$ cat src/rtl/seg_pkg.sv
// Shared 7-segment definitions for the counter display: active-high a-g patterns
// for BCD digits 0-9, the blank pattern and the BCD-to-segment lookup.
package seg_pkg;

    // Bit order is g..a in [6:0]; a lit segment is 1 before any output inversion.
    localparam logic [6:0] SEG_0     = 7'h3F;
    localparam logic [6:0] SEG_1     = 7'h06;
    localparam logic [6:0] SEG_2     = 7'h5B;
    localparam logic [6:0] SEG_3     = 7'h4F;
    localparam logic [6:0] SEG_4     = 7'h66;
    localparam logic [6:0] SEG_5     = 7'h6D;
    localparam logic [6:0] SEG_6     = 7'h7D;
    localparam logic [6:0] SEG_7     = 7'h07;
    localparam logic [6:0] SEG_8     = 7'h7F;
    localparam logic [6:0] SEG_9     = 7'h6F;
    localparam logic [6:0] SEG_BLANK = 7'h00;

    // Full seg_led word (dp + g..a) with everything dark, active-high.
    localparam logic [7:0] SEG_OFF = 8'h00;

    function automatic logic [6:0] bcd_to_seg(input logic [3:0] digit);
        case (digit)
            4'd0:    return SEG_0;
            4'd1:    return SEG_1;
            4'd2:    return SEG_2;
            4'd3:    return SEG_3;
            4'd4:    return SEG_4;
            4'd5:    return SEG_5;
            4'd6:    return SEG_6;
            4'd7:    return SEG_7;
            4'd8:    return SEG_8;
            4'd9:    return SEG_9;
            default: return SEG_BLANK;
        endcase
    endfunction

endpackage

$ cat src/rtl/seg_counter_display_bcd_updown_counter.sv
// Cascaded N-digit BCD up/down counter with clamped parallel load and a
// one-cycle wrap pulse when the count rolls over in either direction.
module bcd_updown_counter
    import seg_pkg::*;
#(
    parameter int NUM_DIGITS = 6
) (
    input  logic                    sys_clk,
    input  logic                    sys_rst,
    input  logic                    tick,
    input  logic                    up_dn,
    input  logic                    load,
    input  logic [4*NUM_DIGITS-1:0] load_val,
    output logic [4*NUM_DIGITS-1:0] count_bcd,
    output logic                    wrap
);

    logic [4*NUM_DIGITS-1:0] next_val;
    logic [4*NUM_DIGITS-1:0] clamp_val;
    logic                    carry;

    // carry doubles as borrow when counting down; surviving the top digit means wrap.
    // NOTE: every always_comb output gets a default first so no path leaves it unassigned (no latch).
    always_comb begin
        next_val  = count_bcd;
        clamp_val = load_val;
        carry     = 1'b1;
        for (int i = 0; i < NUM_DIGITS; i++) begin
            if (clamp_val[4*i +: 4] > 4'd9) begin
                clamp_val[4*i +: 4] = 4'd9;
            end
            if (carry) begin
                if (up_dn) begin
                    if (count_bcd[4*i +: 4] >= 4'd9) begin
                        next_val[4*i +: 4] = 4'd0;
                    end else begin
                        next_val[4*i +: 4] = count_bcd[4*i +: 4] + 4'd1;
                        carry              = 1'b0;
                    end
                end else begin
                    if (count_bcd[4*i +: 4] == 4'd0) begin
                        next_val[4*i +: 4] = 4'd9;
                    end else begin
                        next_val[4*i +: 4] = count_bcd[4*i +: 4] - 4'd1;
                        carry              = 1'b0;
                    end
                end
            end
        end
    end

    // NOTE: sequential state uses non-blocking assignments so every register samples pre-edge values.
    always_ff @(posedge sys_clk) begin
        if (sys_rst) begin
            count_bcd <= '0;
            wrap      <= 1'b0;
        end else begin
            wrap <= 1'b0;
            if (load) begin
                count_bcd <= clamp_val;
            end else if (tick) begin
                count_bcd <= next_val;
                wrap      <= carry;
            end
        end
    end

endmodule

$ cat src/rtl/seg_counter_display.sv
// N-digit BCD counter with a multiplexed 7-segment driver: count and scan
// prescalers, leading-zero blanking, decimal points and output polarity.
module seg_counter_display
    import seg_pkg::*;
#(
    parameter int NUM_DIGITS  = 6,
    parameter int CLK_HZ      = 50_000_000,
    parameter int COUNT_HZ    = 10,
    parameter int SCAN_HZ     = 1000,
    parameter bit SEG_ACT_LOW = 1'b1,
    parameter bit SEL_ACT_LOW = 1'b1,
    parameter bit BLANK_LZ    = 1'b1
) (
    input  logic                    sys_clk,
    input  logic                    sys_rst,
    input  logic                    en,
    input  logic                    up_dn,
    input  logic                    load,
    input  logic [4*NUM_DIGITS-1:0] load_val,
    input  logic [NUM_DIGITS-1:0]   dp_mask,
    output logic [4*NUM_DIGITS-1:0] count_bcd,
    output logic                    wrap,
    output logic [7:0]              seg_led,
    output logic [NUM_DIGITS-1:0]   seg_sel
);

    localparam int CNT_DIV  = CLK_HZ / COUNT_HZ;
    localparam int SCAN_DIV = CLK_HZ / SCAN_HZ;
    localparam int CNT_W    = $clog2(CNT_DIV);
    localparam int SCAN_W   = $clog2(SCAN_DIV);
    localparam int IDX_W    = (NUM_DIGITS > 1) ? $clog2(NUM_DIGITS) : 1;

    localparam logic [7:0]            LED_IDLE = SEG_ACT_LOW ? ~SEG_OFF : SEG_OFF;
    localparam logic [NUM_DIGITS-1:0] SEL_IDLE = SEL_ACT_LOW ? '1 : '0;

    logic [CNT_W-1:0]      cnt_presc;
    logic [SCAN_W-1:0]     scan_presc;
    logic [IDX_W-1:0]      scan_idx;
    logic                  tick;
    logic [NUM_DIGITS-1:0] blank;
    logic                  zero_above;
    logic [3:0]            cur_digit;
    logic                  cur_blank;
    logic                  cur_dp;
    logic [NUM_DIGITS-1:0] sel_raw;
    logic [7:0]            led_raw;

    assign tick = en && (cnt_presc == CNT_W'(CNT_DIV - 1));

    // A load restarts the count period so the loaded value is shown for a full tick.
    always_ff @(posedge sys_clk) begin
        if (sys_rst) begin
            cnt_presc <= '0;
        end else if (load || tick) begin
            cnt_presc <= '0;
        end else if (en) begin
            cnt_presc <= cnt_presc + CNT_W'(1);
        end
    end

    always_ff @(posedge sys_clk) begin
        if (sys_rst) begin
            scan_presc <= '0;
            scan_idx   <= '0;
        end else if (scan_presc == SCAN_W'(SCAN_DIV - 1)) begin
            scan_presc <= '0;
            scan_idx   <= (scan_idx == IDX_W'(NUM_DIGITS - 1)) ? '0 : scan_idx + IDX_W'(1);
        end else begin
            scan_presc <= scan_presc + SCAN_W'(1);
        end
    end

    bcd_updown_counter #(
        .NUM_DIGITS(NUM_DIGITS)
    ) u_counter (
        .sys_clk  (sys_clk),
        .sys_rst  (sys_rst),
        .tick     (tick),
        .up_dn    (up_dn),
        .load     (load),
        .load_val (load_val),
        .count_bcd(count_bcd),
        .wrap     (wrap)
    );

    // Blank digit i>0 when it and every higher digit are zero; walk from the top down.
    always_comb begin
        zero_above = 1'b1;
        blank      = '0;
        for (int i = NUM_DIGITS - 1; i >= 0; i--) begin
            zero_above = zero_above && (count_bcd[4*i +: 4] == 4'd0);
            blank[i]   = BLANK_LZ && (i != 0) && zero_above;
        end
    end

    always_comb begin
        cur_digit = 4'd0;
        cur_blank = 1'b0;
        cur_dp    = 1'b0;
        sel_raw   = '0;
        for (int i = 0; i < NUM_DIGITS; i++) begin
            if (scan_idx == IDX_W'(i)) begin
                cur_digit  = count_bcd[4*i +: 4];
                cur_blank  = blank[i];
                cur_dp     = dp_mask[i];
                sel_raw[i] = 1'b1;
            end
        end
        led_raw = {cur_dp, cur_blank ? SEG_BLANK : bcd_to_seg(cur_digit)};
    end

    // Polarity is applied only here so all internal logic stays active-high.
    always_ff @(posedge sys_clk) begin
        if (sys_rst) begin
            seg_led <= LED_IDLE;
            seg_sel <= SEL_IDLE;
        end else begin
            seg_led <= SEG_ACT_LOW ? ~led_raw : led_raw;
            seg_sel <= SEL_ACT_LOW ? ~sel_raw : sel_raw;
        end
    end

endmodule
$ cat config.mk
export PLATFORM = sky130hd
export DESIGN_NAME = seg_counter_display
export DESIGN_NICKNAME = d
export VERILOG_FILES = /design/src/rtl/seg_pkg.sv /design/src/rtl/seg_counter_display_bcd_updown_counter.sv /design/src/rtl/seg_counter_display.sv
export SDC_FILE = /design/constraint.sdc
export NUM_CORES = 1
export LEC_CHECK = 0
export ABC_AREA = 1
export CAP_MARGIN = 20
export CORE_ASPECT_RATIO = 2
export CORE_MARGIN = 10
export CORE_UTILIZATION = 40
export DETAILED_ROUTE_END_ITERATION = 16
export HOLD_SLACK_MARGIN = 0.06
export SLEW_MARGIN = 20
export SYNTH_ARGS = -nofsm -noshare
export SYNTH_HDL_FRONTEND = slang
export SYNTH_SLANG_ARGS = --single-unit
$ cat constraint.sdc
create_clock -name sys_clk -period 3.1 [get_ports sys_clk]
set_clock_uncertainty 0.2 [all_clocks]
set_input_delay 0.62 -clock sys_clk [delete_from_list [all_inputs] [get_ports sys_clk]]
set_output_delay 0.62 -clock sys_clk [all_outputs]
set_load 0.01 [all_outputs]
; Word level (Yosys, flattened, before mapping)
; Memory sizes are Yosys's and may differ from the RTL's.
; Cells that the tools add are included.
[classes]
reduce_logical = 27
magnitude_cmp = 12
muxes = 78
bitwise = 4
eq_ne = 7
n_addsub = 15
[op_table]
columns = op, n
row1 = $mux W4, 35
row2 = $mux W24, 2
row3 = $mux W1, 39
row4 = $add A4 B1 Y4 const B, 6
row5 = $ge A4 B4 Y1 const B, 6
row6 = $gt A4 B4 Y1 const B, 6
row7 = $logic_not A4 Y1, 6
row8 = $sub A4 B1 Y4 const B, 6
row9 = $add A23 B1 Y23 const B, 1
row10 = $eq A23 B23 Y1 const B, 1
row11 = $add A16 B1 Y16 const B, 1
row12 = $eq A16 B16 Y1 const B, 1
row13 = $reduce_bool A2 Y1, 6
row14 = $reduce_and A2 Y1, 5
row15 = $not A8 Y8, 1
row16 = $mux W7, 1
row17 = $eq A3 B2 Y1 const B, 2
row18 = $eq A3 B3 Y1 const B, 2
row19 = $not A6 Y6, 1
row20 = $logic_and A1 B1 Y1, 5
row21 = $reduce_or A2 Y1, 2
row22 = $reduce_or A4 Y1, 1
row23 = $add A3 B1 Y3 const B, 1
row24 = $eq A3 B1 Y1 const B, 1
row25 = 4 further kinds, 5
[totals]
regBits = 81
memories = 1
output_inout_bits = 39
inputBits = 35
romBits = 112
word_cells = 156
[mem_list]
columns = name, depth, word_bits, read_ports, rd_ports_with_merged_regs, write_ports, line
row1 = (name not given), 16, 7, 1, 0, 0, seg_pkg.sv:22  ; case (digit)

; Depth between registers and ports, before layout
; Gate-level depths: netlist of run 1.
[depth]
word_depth = 12
ltp_mapped = 15

; Cells and area by module
; Synthesis of run 1 repeated with hierarchy kept, for this count alone.
[unflattened]
hier_cells = 829
area_unflattened_um2 = 5442.7
[by_module_without_submodules]
columns = mod, area_per_inst_um2, instances, cells_each
row1 = seg_counter_display, 2962.8, 1, 423
row2 = bcd_updown_counter, 2479.9, 1, 406

; Least setup slack after synthesis of run 1
; OpenSTA, ideal clock, no wires.
[synth_timing]
path_type = flip-flop to flip-flop
startpoint = reg scan_idx[2]
endpoint = reg seg_led[0]
setup_slack_ns = 0.738
arrival_ns = 2.036
setup_time_ns = 0.126
stages_incl_launch_ff = 14
path_buffers = 2
t_required_ns = 2.774
path_cell_list = dfxtp_1 > inv_2 > buf_6 > ha_1 > clkbuf_1 > inv_1 > nand4_1 > nand3_1 > a21oi_2 > inv_1 > ha_1 > nand3b_1 > nand3_1 > nand3_1
[synth_between]
elab_chain_cells = 10
elab_cells_between_ends = 20
cone_classes = eq/ne (5) / mux (12) / bitwise (1) / reduce/logical (1) / memory (1)
[synth_lines]
columns = element, line
row1 = start: declaration, seg_counter_display.sv:38  ; logic [IDX_W-1:0] scan_idx;
row2 = start signal: assignment, seg_counter_display.sv:67  ; scan_idx <= (scan_idx == IDX_W'(NUM_DIGITS - 1)) ? '0 : scan_idx + IDX_W'(1);
row3 = $logic_not A3 Y1, seg_counter_display.sv:102  ; if (scan_idx == IDX_W'(i)) begin
row4 = $mux W4 (6 in series), seg_counter_display.sv:102
row5 = $mem_v2 Z16 W7, --
row6 = $mux W7 *, seg_counter_display.sv:109  ; led_raw = {cur_dp, cur_blank ? SEG_BLANK : bcd_to_seg(cur_digit)};
row7 = $not A8 Y8 *, seg_counter_display.sv:118  ; seg_led <= SEG_ACT_LOW ? ~led_raw : led_raw;
row8 = end signal: assignment, seg_counter_display.sv:118
row9 = end: declaration, seg_counter_display.sv:23  ; output logic [7:0] seg_led,
; Mark *: on every way between the ends. The rest lies on a longest branch, timed or not.
; A chain may end at the register's enable or synchronous reset.

; Worst setup path after layout of run 1
[layout_timing]
startpoint = reg scan_idx[1]
endpoint = reg seg_led[0]
; The elaborated chain is that of the path after synthesis.

==> reports/results.txt, run 1 <==
status: completed
vias in the first global route: 5690
clk slew on worst S/H paths: 0.06 ns
Reg2Reg Depth: 12
Die ar.: 18700 um2
Max-slew headroom: 61.8%
Routed Antenna Nets: 0
Post-Synth Adder-Cell Area: 6.08%
Clk Latency, worst-skew pair: 0.34 ns
RSZ-0062 raised after global routing: no
CP max FO: 8
largest net degree at the start of global routing: 19
Post CTS Setup Buffer Count: 0
worst vdd ir: 0.000278 V
grt ovf: 0
internal power: 0.00202 W
initial antenna violation count: 0
final net count: 945
Synth Area in Compound Gates: 16.0%
Seq/Total Area, Yosys: 30.3%
Period minus WS final: 2.70 ns
Sink Count: 81
Avg Vias per Cell: 5.36
Routed WL per cell: 15.8 um
sw frac: 28.5%
io pins: 74
final cycle utilization of the critical path: 87.0%
I/O Buffers: 73
HP Class: reg2reg
Pwr Total: 0.00283 W
Comb pwr share: 18.7%
# rows: 59
final setup fails: 0
CTS Buffer Depth: 2
Setup TNS: 0 ns
f_max: 371 MHz
Worst Setup Slack, final: 0.403 ns
synthesized instance count: 808
post-synthesis average cell area: 6.62 um2
clock share of power: 40.9%
Synth Register Bits: 81
fin util: 50.3%
actual slew at the worst max-slew pin: 0.572 ns
CTS tree: yes
power per cell area: 430 nW/um2
Sw Pwr: 0.000804 W
pre-CTS setup slack: 0.364 ns
first-pass GRT wire length: 26500 um
Antenna diodes: 0
Die Span X: 102 um
worst setup path class: reg2reg
Worst setup SP type: flip-flop
syn nets: 869
Core Region: 13100 um2
Final Hold Viols: 0
fraction of layout cells with a size suffix above 1: 7.20%
post-synthesis mux area share: 0.187%
max-cap check violation count: 0
WP data arrival: 2.72 ns
Syn. warnings: 0
drt pass-1 iters: 5
placed cells: 1025
Synth Area in XOR/XNOR: 3.27%
DR DRC count: 0
worst reg2reg setup slack: 0.40 ns
DPL Wire Length: 13300 um
hold_buf cts: 0
H-tree levels: 3
fin cells: 1041
sequential share of power: 40.3%
final WL: 16500 um
leakage: 2.73 nW
Initial Utilization: 41.0%
Critical Path Sink Type: flip-flop
Area growth, synth to finish: 22.7%
clock tree root buffer cell: clkbuf_16
synthesized area: 5350 um2
Tot GR Track Use: 17.8%
largest family of logic cells by synthesized area: simple AND/OR/NAND/NOR gates
post-synthesis simple-gate area fraction: 33.9%
Die H: 184 um
1st-iter DRT viols: 213
CTS buffer count: 9
fin. max-slew vios: 0
Hold Path Depth: 1
GPL Wtd Cong: 0.919
post-CTS sizing: 0
Vias: 5577
distinct cell type count of the synthesized netlist: 49
Crit path required time: 3.12 ns
==> critical path, cell delays in order (launching register included) <==
cell      delay, ns
dfxtp_1        0.56
nand2_1        0.10
inv_1          0.07
ha_1           0.28
inv_1          0.16
nand4_1        0.13
nand3_1        0.08
a21oi_2        0.32
inv_1          0.14
ha_1           0.21
nand3b_1       0.17
nand3_1        0.10
nand3_1        0.07
==> cells by family (layout without fill, tap and decap cells) <==
kind of cell / count (synthesis) / count (layout)
AO/OA/AOI/OAI: 151 / 151
XOR/XNOR: 20 / 20
AND/OR/NAND/NOR: 394 / 394
adder cells (fa/ha/maj): 26 / 26
flip-flops: 81 / 81
multiplexers: 1 / 1
buffers and inverters: 135 / 216
==> metal layers <==
layer / global-route usage [%] / vias to the layer above / wire length, um
met5: 0 / - / 0
met4: 11.7 / 0 / 932
met3: 3.20 / 54 / 792
met2: 34.7 / 162 / 9060
met1: 15.7 / 2548 / 5700
li1: - / 2813 / -
==> flip-flops by register name (all words and copies together), names as in the netlist <==
| name | flops |
|---|---|
| seg_led | 8 |
| u_counter.wrap | 1 |
| u_counter.count_bcd | 24 |
| seg_sel | 6 |
| scan_idx | 3 |
| scan_presc | 16 |
| cnt_presc | 23 |
==> power groups by stage <==
stage | Clock, W | Sequential [W] | Combinational [W]
detailed placement | 0 | 0.00116 | 0.000527
global placement | 0 | 0.00116 | 0.000518
global route | 0.00123 | 0.00114 | 0.000587
finish | 0.00116 | 0.00114 | 0.000529
CTS | 0.00118 | 0.00114 | 0.000529
floorplan | 0 | 0.00116 | 0.000298
==> per-stage QoR <==
stage	hold WS (ns)	cell area, um2
detailed placement	0.244	6250
global route	0.289	6570
CTS	0.257	6570
finish	0.255	6570
floorplan	0.218	5350
global placement	0.231	6250
==> synth_stat cells, drive strengths merged <==
master  count  area [um2]
a21boi      1        7.51
a21oi      53         277
a221oi      1        8.76
a22oi       2        15.0
a31oi       5        31.3
a41oi       1        8.76
and3        1        6.26
buf        13        92.6
clkbuf      8        30.0
clkinv      2        7.51
dfxtp      81        1620
ha         26         325
inv       112         420
mux2i       1        10.0
nand2     174         693
nand3      69         355
nand3b      3        22.5
nand4      23         144
nor2       91         373
nor3       26         178
nor4        2        12.5
o211ai      5        37.5
o21a        2        15.0
o21ai      70         373
o221ai      1        8.76
o22ai       4        25.0
o311ai      1        8.76
o31ai       4        30.0
o32ai       1        8.76
or2         4        25.0
or3         1        6.26
xnor2       7        61.3
xor2       13         114
==> placed cells by master (no fill, tap or decap), types with 5 or more instances in the layout <==
master             n
nand2_1          166
inv_1            108
nor2_1            86
dfxtp_1           81
clkdlybuf4s50_1   73
nand3_1           67
o21ai_0           64
a21oi_1           50
ha_1              26
nand4_1           23
nor3_1            19
xor2_1            13
buf_4             13
clkbuf_16          9
xnor2_1            7
nor3_2             5
a31oi_1            5
o211ai_1           5
==> final timing paths <==
kind | from | endpoint
worst max-delay path | scan_idx[1] | seg_led[0]
worst min-delay path | scan_presc[0] | scan_presc[0]
worst max register to register | scan_idx[1] | seg_led[0]
worst min register to register | scan_presc[0] | scan_presc[0]
==> cell type report <==
| cell class | instances | area (um2) |
|---|---|---|
| flip-flops and latches | 81 | 1620 |
| multi-input cells | 592 | 3180 |
| clock buffers | 10 | 229 |
| clock inverters | 6 | 91.3 |
| repair buffers | 86 | 828 |
| inverters | 114 | 428 |
| well taps | 152 | 190 |
| fillers | 1298 | 6500 |
Note: power is estimated with default switching activity, not from simulation.
==> run 2, diff against run 1 <==
Settings changed: PLACE_DENSITY from default to 0.66.
==> reports/results.txt, run 2 (synthesis gave the netlist of run 1 again) <==
Top delay family on crit path: simple AND/OR/NAND/NOR gates
clk slew on worst S/H paths: 0.06 ns (about the same)
drt pass-1 iters: 5 (unchanged)
Tot GR Track Use: 17.1% (-0.74 points)
Antenna diodes: 0 (unchanged)
Post CTS Setup Buffer Count: 0 (unchanged)
power per cell area: 418 nW/um2 (-2.8%)
R2R Path Start: scan_idx[1]
DR DRC count: 0 (unchanged)
Setup TNS: 0 ns (unchanged)
leakage: 2.73 nW (about the same)
most common cell after layout, fill and taps aside: nand2_1
Critical Path Start: scan_idx[1]
Core Region: 13100 um2 (unchanged)
Reg2Reg Depth: 12 (unchanged)
top flop regs: u_counter.count_bcd: 24 flops, cnt_presc: 23 flops, scan_presc: 16 flops
Period minus WS final: 2.65 ns (-0.0510 ns)
Worst Setup Slack, final: 0.454 ns (+0.0510 ns)
Buf/Inv on CP: 3 (unchanged)
Pwr Total: 0.00275 W (-2.8%)
Clk Latency, worst-skew pair: 0.34 ns (about the same)
1st-iter DRT viols: 272 (+28%)
worst reg2reg setup slack: 0.45 ns (+0.05 ns)
worst flop-to-flop path endpoint: seg_led[0]
I/O Buffers: 73 (unchanged)
vias in the first global route: 5491 (-3.5%)
RSZ-0062 raised after global routing: no
pre-CTS setup slack: 0.363 ns (-0.000656 ns)
post-CTS sizing: 0 (unchanged)
f_max: 378 MHz (+1.9%)
final WL: 15800 um (-4.3%)
Worst setup SP type: flip-flop
final cycle utilization of the critical path: 85.3% (-1.6 points)
HP Class: reg2reg
DPL Wire Length: 12600 um (-5.3%)
stages on the worst setup path: 12 (unchanged)
grt ovf: 0 (unchanged)
max reg flops: 24 (unchanged)
actual slew at the worst max-slew pin: 0.564 ns (-0.00854 ns)
Routed Antenna Nets: 0 (unchanged)
status: completed
design area: 6570 um2 (about the same)
Area growth, synth to finish: 22.7% (about the same)
commonest non-fill, non-tap cells in the layout: nand2_1, inv_1, nor2_1
# rows: 59 (unchanged)
CTS Buffer Depth: 2 (unchanged)
H-tree levels: 3 (unchanged)
Crit path required time: 3.12 ns (about the same)
dpl cell area: 6270 um2 (+0.36%)
Vias: 5467 (-2.0%)
CTS tree: yes
worst setup path class: reg2reg
Max-slew headroom: 62.4% (+0.57 points)
io pins: 74 (unchanged)
Cell Chain, Critical Path: nand2_1 > inv_1 > ha_1 > inv_1 > nand4_1 > nand3_1 > a21oi_2 > inv_1 > ha_1 > nand3b_1 > nand3_1 > nand3_1
Final Hold Viols: 0 (unchanged)
initial antenna violation count: 0 (unchanged)
worst vdd ir: 0.000286 V (+2.6%)
Critical-path top delay cell: dfxtp_1
Critical Path Sink Type: flip-flop
fraction of layout cells with a size suffix above 1: 7.52% (+0.32 points)
Die ar.: 18700 um2 (unchanged)
GPL Wtd Cong: 0.925 (+0.69%)
Worst path max stage delay: 0.56 ns (about the same)
hold_buf cts: 0 (unchanged)
Die Span X: 102 um (unchanged)
max-cap check violation count: 0 (unchanged)
final net count: 948 (+0.32%)
CTS buffer count: 9 (unchanged)
Sink Count: 81 (unchanged)
CP max FO: 8 (unchanged)
Critical Path End: seg_led[0]
Routed WL per cell: 15.1 um (-4.4%)
# fillers: 1367 (+5.3%)
final setup fails: 0 (unchanged)
largest register by flop count: u_counter.count_bcd
fin. max-slew vios: 0 (unchanged)
largest net degree at the start of global routing: 21 (+2)
Avg Vias per Cell: 5.24 (-2.2%)
first-pass GRT wire length: 25400 um (-4.4%)
Initial Utilization: 41.0% (unchanged)
WP data arrival: 2.67 ns (-0.05 ns)
clock tree root buffer cell: clkbuf_16
Die H: 184 um (unchanged)
[run 2: how the worst min path moves through the flow]
| stage | slack, ns | end | start | cells after the start |
|---|---|---|---|---|
| 2_1_floorplan | 0.22 | scan_presc[0] | scan_presc[0] | 1 |
| 3_3_place_gp | 0.23 | scan_presc[0] | scan_presc[0] | 1 |
| 3_5_place_dp | 0.24 | scan_presc[0] | scan_presc[0] | 1 |
| 4_1_cts | 0.25 | scan_presc[0] | scan_presc[0] | 1 |
| 5_1_grt | 0.29 | scan_presc[0] | scan_presc[0] | 1 |
| 6_report | 0.25 | scan_presc[0] | scan_presc[0] | 1 |
[run 2: per-stage QoR]
step           hold slack, ns  utilization (%)  std cells
2_1_floorplan           0.218                -        808
3_3_place_gp            0.234             48.0       1028
3_5_place_dp            0.239             48.0       1028
4_1_cts                 0.253             50.3       1043
5_1_grt                 0.290             50.3       1043
6_report                0.252             50.3       1043
[run 2: worst register-to-register path: stages (launching register included)]
cell and delay (ns):
dfxtp_1 0.56, nand2_1 0.10, inv_1 0.07, ha_1 0.29, inv_1 0.16, nand4_1 0.13
nand3_1 0.09, a21oi_2 0.29, inv_1 0.13, ha_1 0.20, nand3b_1 0.16, nand3_1 0.09
nand3_1 0.06
[run 2: per-layer routing]
| layer | up-vias | part of all wire [%] | track usage, % |
|---|---|---|---|
| met5 | - | 0 | 0 |
| met4 | 0 | 5.1 | 11.3 |
| met3 | 42 | 4.7 | 3.80 |
| met2 | 106 | 55 | 32.7 |
| met1 | 2484 | 35 | 15.1 |
| li1 | 2835 | - | - |
[run 2: power breakdown]
group / internal [W] / total, W / switching [W]
Clock: 0.000640 / 0.00108 / 0.000440
Sequential: 0.00108 / 0.00114 / 0.0000530
Combinational: 0.000232 / 0.000530 / 0.000298
Total: 0.00195 / 0.00275 / 0.000791
[run 2: cell type report]
cell class	instances	area, um2	area share, %
clock buffers	10	239	3.64
inverters	114	428	6.52
multi-input cells	592	3180	48.4
well taps	152	190	2.90
flip-flops and latches	81	1620	24.7
repair buffers	89	851	13.0
clock inverters	5	56.3	0.857
==> run 3, diff against run 2 <==
Settings changed: MAX_ROUTING_LAYER from default to met4.
==> reports/results.txt, run 3 (synthesis gave the netlist of run 1 again) <==
power per cell area: 419 nW/um2 (+0.23%)
Reg2Reg Depth: 12 (unchanged)
worst reg2reg setup slack: 0.45 ns (about the same)
first-pass GRT wire length: 25900 um (+2.2%)
Pwr Total: 0.00275 W (+0.25%)
fin util: 50.3% (about the same)
RSZ-0062 raised after global routing: no
# rows: 59 (unchanged)
Routed Antenna Nets: 0 (unchanged)
Avg Vias per Cell: 5.23 (-0.15%)
drt pass-1 iters: 5 (unchanged)
Post CTS Setup Buffer Count: 0 (unchanged)
fin. max-slew vios: 0 (unchanged)
worst flop-to-flop path endpoint: seg_led[3]
WHS: 0.266 ns (+0.0139 ns)
Sink Count: 81 (unchanged)
vias in the first global route: 5512 (+0.38%)
1st-iter DRT viols: 170 (-38%)
Crit path required time: 3.13 ns (about the same)
final cycle utilization of the critical path: 85.5% (+0.17 points)
Period minus WS final: 2.65 ns (+0.00520 ns)
most common cell after layout, fill and taps aside: nand2_1
Hold Path Depth: 1 (unchanged)
worst setup path class: reg2reg
H-tree levels: 3 (unchanged)
commonest non-fill, non-tap cells in the layout: nand2_1, inv_1, nor2_1
I/O Buffers: 73 (unchanged)
Worst setup SP type: flip-flop
final setup fails: 0 (unchanged)
GPL Wtd Cong: 0.935 (+1.1%)
top flop regs: u_counter.count_bcd: 24 flops, cnt_presc: 23 flops, scan_presc: 16 flops
worst vdd ir: 0.000252 V (-12%)
grt ovf: 0 (unchanged)
HP Class: reg2reg
Antenna diodes: 0 (unchanged)
Max-slew headroom: 61.8% (-0.52 points)
initial antenna violation count: 0 (unchanged)
io pins: 74 (unchanged)
DPL Wire Length: 12800 um (+1.6%)
Setup TNS: 0 ns (unchanged)
actual slew at the worst max-slew pin: 0.572 ns (+0.00784 ns)
CTS buffer count: 9 (unchanged)
Area growth, synth to finish: 22.7% (about the same)
CTS tree: yes
# fillers: 1353 (-1.0%)
pre-CTS setup slack: 0.352 ns (-0.0109 ns)
WP data arrival: 2.68 ns (about the same)
Vias: 5464 (-0.055%)
Final Hold Viols: 0 (unchanged)
clk slew on worst S/H paths: 0.07 ns (about the same)
Die ar.: 18700 um2 (unchanged)
CTS Buffer Depth: 2 (unchanged)
Initial Utilization: 41.0% (unchanged)
leakage: 2.72 nW (-0.20%)
post-CTS sizing: 0 (unchanged)
DR DRC count: 0 (unchanged)
Core Region: 13100 um2 (unchanged)
max reg flops: 24 (unchanged)
status: completed
f_max: 377 MHz (-0.20%)
Critical Path Sink Type: flip-flop
Clk Latency, worst-skew pair: 0.35 ns (about the same)
largest register by flop count: u_counter.count_bcd
clock tree root buffer cell: clkbuf_16
CP max FO: 8 (unchanged)
Routed WL per cell: 15.3 um (+0.93%)
final net count: 948 (unchanged)
max-cap check violation count: 0 (unchanged)
hold_buf cts: 0 (unchanged)
worst hold path startpoint: scan_presc[0]
fraction of layout cells with a size suffix above 1: 7.51% (-0.0084 points)
R2R Path Start: scan_idx[1]
Die H: 184 um (unchanged)
final WL: 15900 um (+1.0%)
Hold EP: scan_presc[0]
Die Span X: 102 um (unchanged)
Tot GR Track Use: 17.9% (+0.79 points)
Worst Setup Slack, final: 0.449 ns (-0.00520 ns)
largest net degree at the start of global routing: 18 (-14%)
[run 3: cell types whose count changed in the layout (fill, tap and decap cells not counted), sizes merged]
| cell | change |
|---|---|
| clkinv | -1 |
| clkinvlp | +1 |
| inv | +1 |
[run 3: power by group]
part	switching [W]	total (W)	internal (W)
Clock	0.000458	0.00109	0.000627
Combinational	0.000299	0.000531	0.000232
Sequential	0.0000534	0.00114	0.00108
Total	0.000811	0.00275	0.00194
[run 3: critical path: stages, from the launching register on]
cell and delay [ns]:
dfxtp_1 0.56, nand2_1 0.10, inv_1 0.08, ha_1 0.28, inv_1 0.15, nand4_1 0.13, nand3_1 0.08, a21oi_2 0.28
inv_1 0.14, ha_1 0.21, nand3b_1 0.17, nand3_1 0.10, nand3_1 0.06
[run 3: how the worst max path moves through the flow]
stage | startpoint | endpoint | slack, ns | cells past startpoint
floorplan | scan_idx[2] | seg_led[0] | 0.74 | 13
global placement | en | cnt_presc[16] | 0.39 | 10
detailed placement | en | cnt_presc[16] | 0.35 | 10
CTS | scan_idx[1] | seg_led[3] | 0.43 | 12
global route | scan_idx[1] | seg_led[0] | 0.16 | 12
finish | scan_idx[1] | seg_led[3] | 0.45 | 12
[run 3: stage by stage]
| step | instances | instance area (um2) |
|---|---|---|
| floorplan | 808 | 5350 |
| global placement | 1028 | 6270 |
| detailed placement | 1028 | 6270 |
| CTS | 1044 | 6570 |
| global route | 1044 | 6570 |
| finish | 1044 | 6570 |
[run 3: final cells by class]
type | count | area [um2] | share of cell area [%]
Multi-Input combinational cell | 592 | 3180 | 48.4
Clock buffer | 10 | 229 | 3.49
Sequential cell | 81 | 1620 | 24.7
Clock inverter | 6 | 67.6 | 1.03
Inverter | 114 | 428 | 6.52
Timing Repair Buffer | 89 | 851 | 13.0
Tap cell | 152 | 190 | 2.90
[run 3: routing by layer]
layer / wire length [um] / GRT usage (%) / part of all wire [%] / vias up
li1: - / - / - / 2827
met1: 5560 / 15.6 / 35 / 2488
met2: 8850 / 33.4 / 56 / 115
met3: 774 / 3.84 / 4.9 / 34
met4: 750 / 10.5 / 4.7 / 0
met5: 0 / - / 0 / -
==> edit 1, RTL diff (flow settings as in run 2) <==
Register the output `count_bcd`, cleared by the reset; this adds one clock of latency there. The other outputs are not delayed to match.
--- a/src/rtl/seg_counter_display.sv
+++ b/src/rtl/seg_counter_display.sv
@@ -32,6 +32,8 @@
 
     localparam logic [7:0]            LED_IDLE = SEG_ACT_LOW ? ~SEG_OFF : SEG_OFF;
     localparam logic [NUM_DIGITS-1:0] SEL_IDLE = SEL_ACT_LOW ? '1 : '0;
+
+    logic [4*NUM_DIGITS-1:0] count_bcd_d;
 
     logic [CNT_W-1:0]      cnt_presc;
     logic [SCAN_W-1:0]     scan_presc;
@@ -79,7 +81,7 @@
         .up_dn    (up_dn),
         .load     (load),
         .load_val (load_val),
-        .count_bcd(count_bcd),
+        .count_bcd(count_bcd_d),
         .wrap     (wrap)
     );
 
@@ -88,7 +90,7 @@
         zero_above = 1'b1;
         blank      = '0;
         for (int i = NUM_DIGITS - 1; i >= 0; i--) begin
-            zero_above = zero_above && (count_bcd[4*i +: 4] == 4'd0);
+            zero_above = zero_above && (count_bcd_d[4*i +: 4] == 4'd0);
             blank[i]   = BLANK_LZ && (i != 0) && zero_above;
         end
     end
@@ -100,7 +102,7 @@
         sel_raw   = '0;
         for (int i = 0; i < NUM_DIGITS; i++) begin
             if (scan_idx == IDX_W'(i)) begin
-                cur_digit  = count_bcd[4*i +: 4];
+                cur_digit  = count_bcd_d[4*i +: 4];
                 cur_blank  = blank[i];
                 cur_dp     = dp_mask[i];
                 sel_raw[i] = 1'b1;
@@ -120,4 +122,12 @@
         end
     end
 
+    always_ff @(posedge sys_clk) begin
+        if (sys_rst) begin
+            count_bcd <= '0;
+        end else begin
+            count_bcd <= count_bcd_d;
+        end
+    end
+
 endmodule
Function: changed (a bounded check fails within 4 cycles, from zero or initial values and one cycle with sys_rst high).
==> edit 1 against run 2 <==
Combinational power is 7.2% higher; core utilization is 0.95 points lower; worst setup slack better by 0.11 ns; first-iteration DRC count is 17% higher; sequential cell count is 24 higher; design area is 11% higher; area after synthesis is 13% higher; total power is 15% higher; critical path depth is 1 higher; wire length is 9.8% higher; maximum frequency is 4.2% higher; cell count is 9.2% higher; via count is 7.0% higher.
==> edit 1: results (changes against run 2) <==
Parameter                              Value

Critical path
  Arrival time at the worst endpoint ... 2.59 ns (-0.08 ns)
  CP max FO ... 7 (-1)
  Worst R2R End ... seg_led[5]$_SDFF_PP1_
  Cell type group with the largest total delay on the critical path ... compound AO/OA/AOI/OAI gates
  Worst-case reg-to-reg path depth ... 13 (+1)
  Delay of the slowest cell on the worst path ... 0.39 ns (-0.17 ns)
  Register-to-register setup slack ... 0.56 ns (+0.11 ns)

Route
  DRT Wirelength ... 17.3 mm (+9.8%)
  Ratio of routed vias to standard cells ... 5.13 (-2.1%)
  Number of violations reported at the end of detailed-routing iteration 0 ... 319 (+17%)
  Detail Route met3 WL ... 498 um (-32%)
  Vias after detailed routing ... 5847 (+7.0%)
  Met1 wire length ... 5.99 mm (+7.6%)

Synth
  Synthesized instance count ... 861 (+6.6%)
  Post-synthesis cell type count ... 48 (-2.0%)
  Synth Net Count ... 922 (+6.1%)
  Commonest cells in the netlist ... nand2_1 (163), nor2_1 (107), dfxtp_1 (105), inv_1 (96), nand3_1 (66)

Outcome
  Run status ... finished clean

GRT
  Met2 Resource Use GR ... 0.335 (+0.00824)
  Maximum number of pins on one net before global-route repair ... 39 (+86%)
  Global routing met1 resource utilization ... 0.150 (-0.00119)
  Global-route wire length before repair ... 28.1 mm (+11%)
  Met3 usage ... 0.0293 (-0.00873)
  Total GRT Usage ... 0.169 (-0.00127)

Final layout
  Biggest regs ... count_bcd (24), u_counter.count_bcd (24), cnt_presc (23)
  Number of inserted filler cells in the final layout ... 1555 (+14%)
  Net count of the finished layout ... 1000 (+5.5%)

Pwr
  Sequential share of power ... 0.463 (+0.049)
  Peak supply drop ... 0.000286 V (+0.33%)
  Total power divided by cell area ... 431 nW/um2 (+3.0%)
  Leakage power of the design ... 3.05 nW (+12%)
  Switching Share ... 0.281 (-0.00661)

Placement
  Final weighted congestion of routability-driven global placement ... 0.889 (-3.9%)
  Post-detailed-placement half-perimeter wirelength ... 13.9 mm (+9.8%)
  Pre-CTS setup slack ... 0.436 ns (+0.0729 ns)
  Number of placed cells counting well taps ... 1123 (+9.2%)

Timing
  Period Utilization, post-route ... 0.819 (-0.0345)
  Final hold slack ... 0.245 ns (-0.00664 ns)

Clock network
  Latest clock arrival within the worst-skew pair ... 0.36 ns (+0.02 ns)
## edit 1: stage by stage
stage	util	area, um2
final	0.493	7310
after global routing	0.493	7310
after CTS	0.493	7310
after detailed placement	0.474	7020
after global placement	0.474	7020
after floorplan	-	6050
## edit 1: cell type report
cell class	count	area share
clock buffer	15	0.0380
clock inverter	1	0.00120
inverter	119	0.0617
multi-input combinational	617	0.462
sequential	105	0.288
tap	195	0.0334
timing repair buffer	87	0.116
## edit 1: worst register-to-register path: stages, from the launching register on
cell and delay, ns:
dfxtp_1 0.39, nand2_1 0.10, inv_1 0.05, ha_1 0.18, inv_1 0.18, o21ai_0 0.12
o22ai_1 0.15, nand2_1 0.11, a22oi_1 0.32, inv_1 0.12, ha_1 0.19, nand3b_1 0.17
nand3_1 0.10, nand2_1 0.06
## edit 1: kinds of logic after synthesis
logic type | synth area share
compound gates | 0.126
fa+ha+maj | 0.0538
buf+inv | 0.0942
simple gates | 0.344
flops | 0.348
xor+xnor | 0.0348
==> edit 2, RTL diff (settings of run 2) <==
Without the edit above. Set the parameter `SCAN_HZ` to 500 (it was 1000).
--- a/src/rtl/seg_counter_display.sv
+++ b/src/rtl/seg_counter_display.sv
@@ -6,7 +6,7 @@
     parameter int NUM_DIGITS  = 6,
     parameter int CLK_HZ      = 50_000_000,
     parameter int COUNT_HZ    = 10,
-    parameter int SCAN_HZ     = 1000,
+    parameter int SCAN_HZ     = 500,
     parameter bit SEG_ACT_LOW = 1'b1,
     parameter bit SEL_ACT_LOW = 1'b1,
     parameter bit BLANK_LZ    = 1'b1
Formal check against the unedited RTL: same outputs for any inputs over 10 cycles, from zero or initial values and one cycle with sys_rst high; that may be too few to reach the edited logic, so the function may still have changed.
==> edit 2 against run 2 <==
Clock power grew 11%; critical path depth down 3; critical endpoint is now seg_led[3]$_SDFF_PP1_; synthesized cell count up 1.9%; sequential cell count increased by 1; core utilization shrank 0.49 points; design area rose by 1.3%; cell count up 1.5%; worst setup slack gained 0.090 ns; wire length increased by 2.4%; area after synthesis is 1.1% higher; first-iteration DRC count down 8.5%; count of clock-buffer cells in the layout decreased by 1; total power is 5.8% higher; largest cell class unchanged.
==> edit 2: results (changes against run 2) <==
Parameter                              Value

Outcome
  Run status ... finished clean

Timing
  Final critical path time including I/O delays and setup ... 2.56 ns (-0.0902 ns)
  Final hold slack ... 0.249 ns (-0.00248 ns)
  Worst slew pin tran ... 0.621 ns (+0.0568 ns)

Route
  Met2 Wirelength ... 9.14 mm (+5.4%)
  Met1 wire length ... 5.66 mm (+1.8%)
  Ratio of routed vias to standard cells ... 5.25 (+0.25%)
  Number of violations reported at the end of detailed-routing iteration 0 ... 249 (-8.5%)
  Detail Route met3 WL ... 625 um (-15%)
  DRT Wirelength ... 16.2 mm (+2.4%)

Synth
  Adder and majority gate portion of the synthesized area ... 0.0601 (-0.000660)
  Share of the synthesized area in compound gates (AO/OA/AOI/OAI) ... 0.151 (-0.00867)
  Post-synthesis cell type count ... 41 (-16%)
  Commonest cells in the netlist ... nand2_1 (164), inv_1 (97), nor2_1 (90), dfxtp_1 (82)
  Fraction of synthesized cell area in xor and xnor cells ... 0.0372 (+0.00450)
  Synth Net Count ... 884 (+1.7%)
  Top area cells in the synthesized netlist ... dfxtp_1 (30%), nand2_1 (11%), nand3_1 (6.8%), o21ai_0 (6.8%), inv_1 (6.7%)
  Share of synthesized area occupied by flip-flops and latches ... 0.303 (+0.000407)

GRT
  Global routing met1 resource utilization ... 0.157 (+0.00651)
  Global-route wire length before repair ... 25.8 mm (+1.8%)
  Vias in the first global route ... 5414 (-1.4%)
  Maximum number of pins on one net before global-route repair ... 26 (+24%)
  Total GRT Usage ... 0.172 (+0.00174)
  Met2 Resource Use GR ... 0.337 (+0.0103)
  Met3 usage ... 0.0315 (-0.00652)

Placement
  Post-detailed-placement half-perimeter wirelength ... 13.0 mm (+2.4%)
  Pre-CTS setup slack ... 0.496 ns (+0.133 ns)

Pwr
  Leakage power of the design ... 2.75 nW (+0.69%)
  Peak supply drop ... 0.000285 V (-0.36%)
  Switching Share ... 0.291 (+0.00323)
  Internal power ... 2.06 mW (+5.4%)

Final layout
  Max reg flops ... 24 (unchanged)
  Ratio of cells with drive above 1 in the final layout ... 0.0796 (+0.00445)
  Biggest regs ... u_counter.count_bcd (24), cnt_presc (23), scan_presc (17)
  Net count of the finished layout ... 960 (+1.3%)

Critical path
  Register-to-register setup slack ... 0.54 ns (+0.09 ns)
  Worst R2R End ... seg_led[3]$_SDFF_PP1_
  Worst-case reg-to-reg path depth ... 9 (-3)
  Arrival time at the worst endpoint ... 2.58 ns (-0.09 ns)
  Startpoint of the lowest-slack register-to-register path ... scan_idx[0]$_SDFFE_PP0P_
  Cell type group with the largest total delay on the critical path ... flip-flops
  Delay of the slowest cell on the worst path ... 0.59 ns (+0.03 ns)

Min path
  Worst hold-check path type ... flip-flop to flip-flop
## edit 2: cell types whose count changed in the layout (fill, tap and decap cells not counted), moves of 5 or more
cell and delta:
inv_1 -11, a21oi_1 +5, o21ai_0 +10, nor3_1 +8, nand3_1 +7
## edit 2: area by class of cell
| class | instances | area [um2] |
|---|---|---|
| multi-input combinational | 612 | 3240 |
| clock inverter | 7 | 109 |
| fill | 1371 | 6710 |
| inverter | 108 | 410 |
| clock buffer | 9 | 225 |
| timing repair buffer | 86 | 828 |
| sequential | 82 | 1640 |
| tap | 155 | 194 |
## edit 2: metrics by stage
| stage | util | std cells | instance area, um2 |
|---|---|---|---|
| finish | 0.498 | 1059 | 6650 |
| global route | 0.498 | 1059 | 6650 |
| floorplan | - | 823 | 5410 |
| global placement | 0.473 | 1043 | 6320 |
| CTS | 0.498 | 1059 | 6650 |
| detailed placement | 0.473 | 1043 | 6320 |
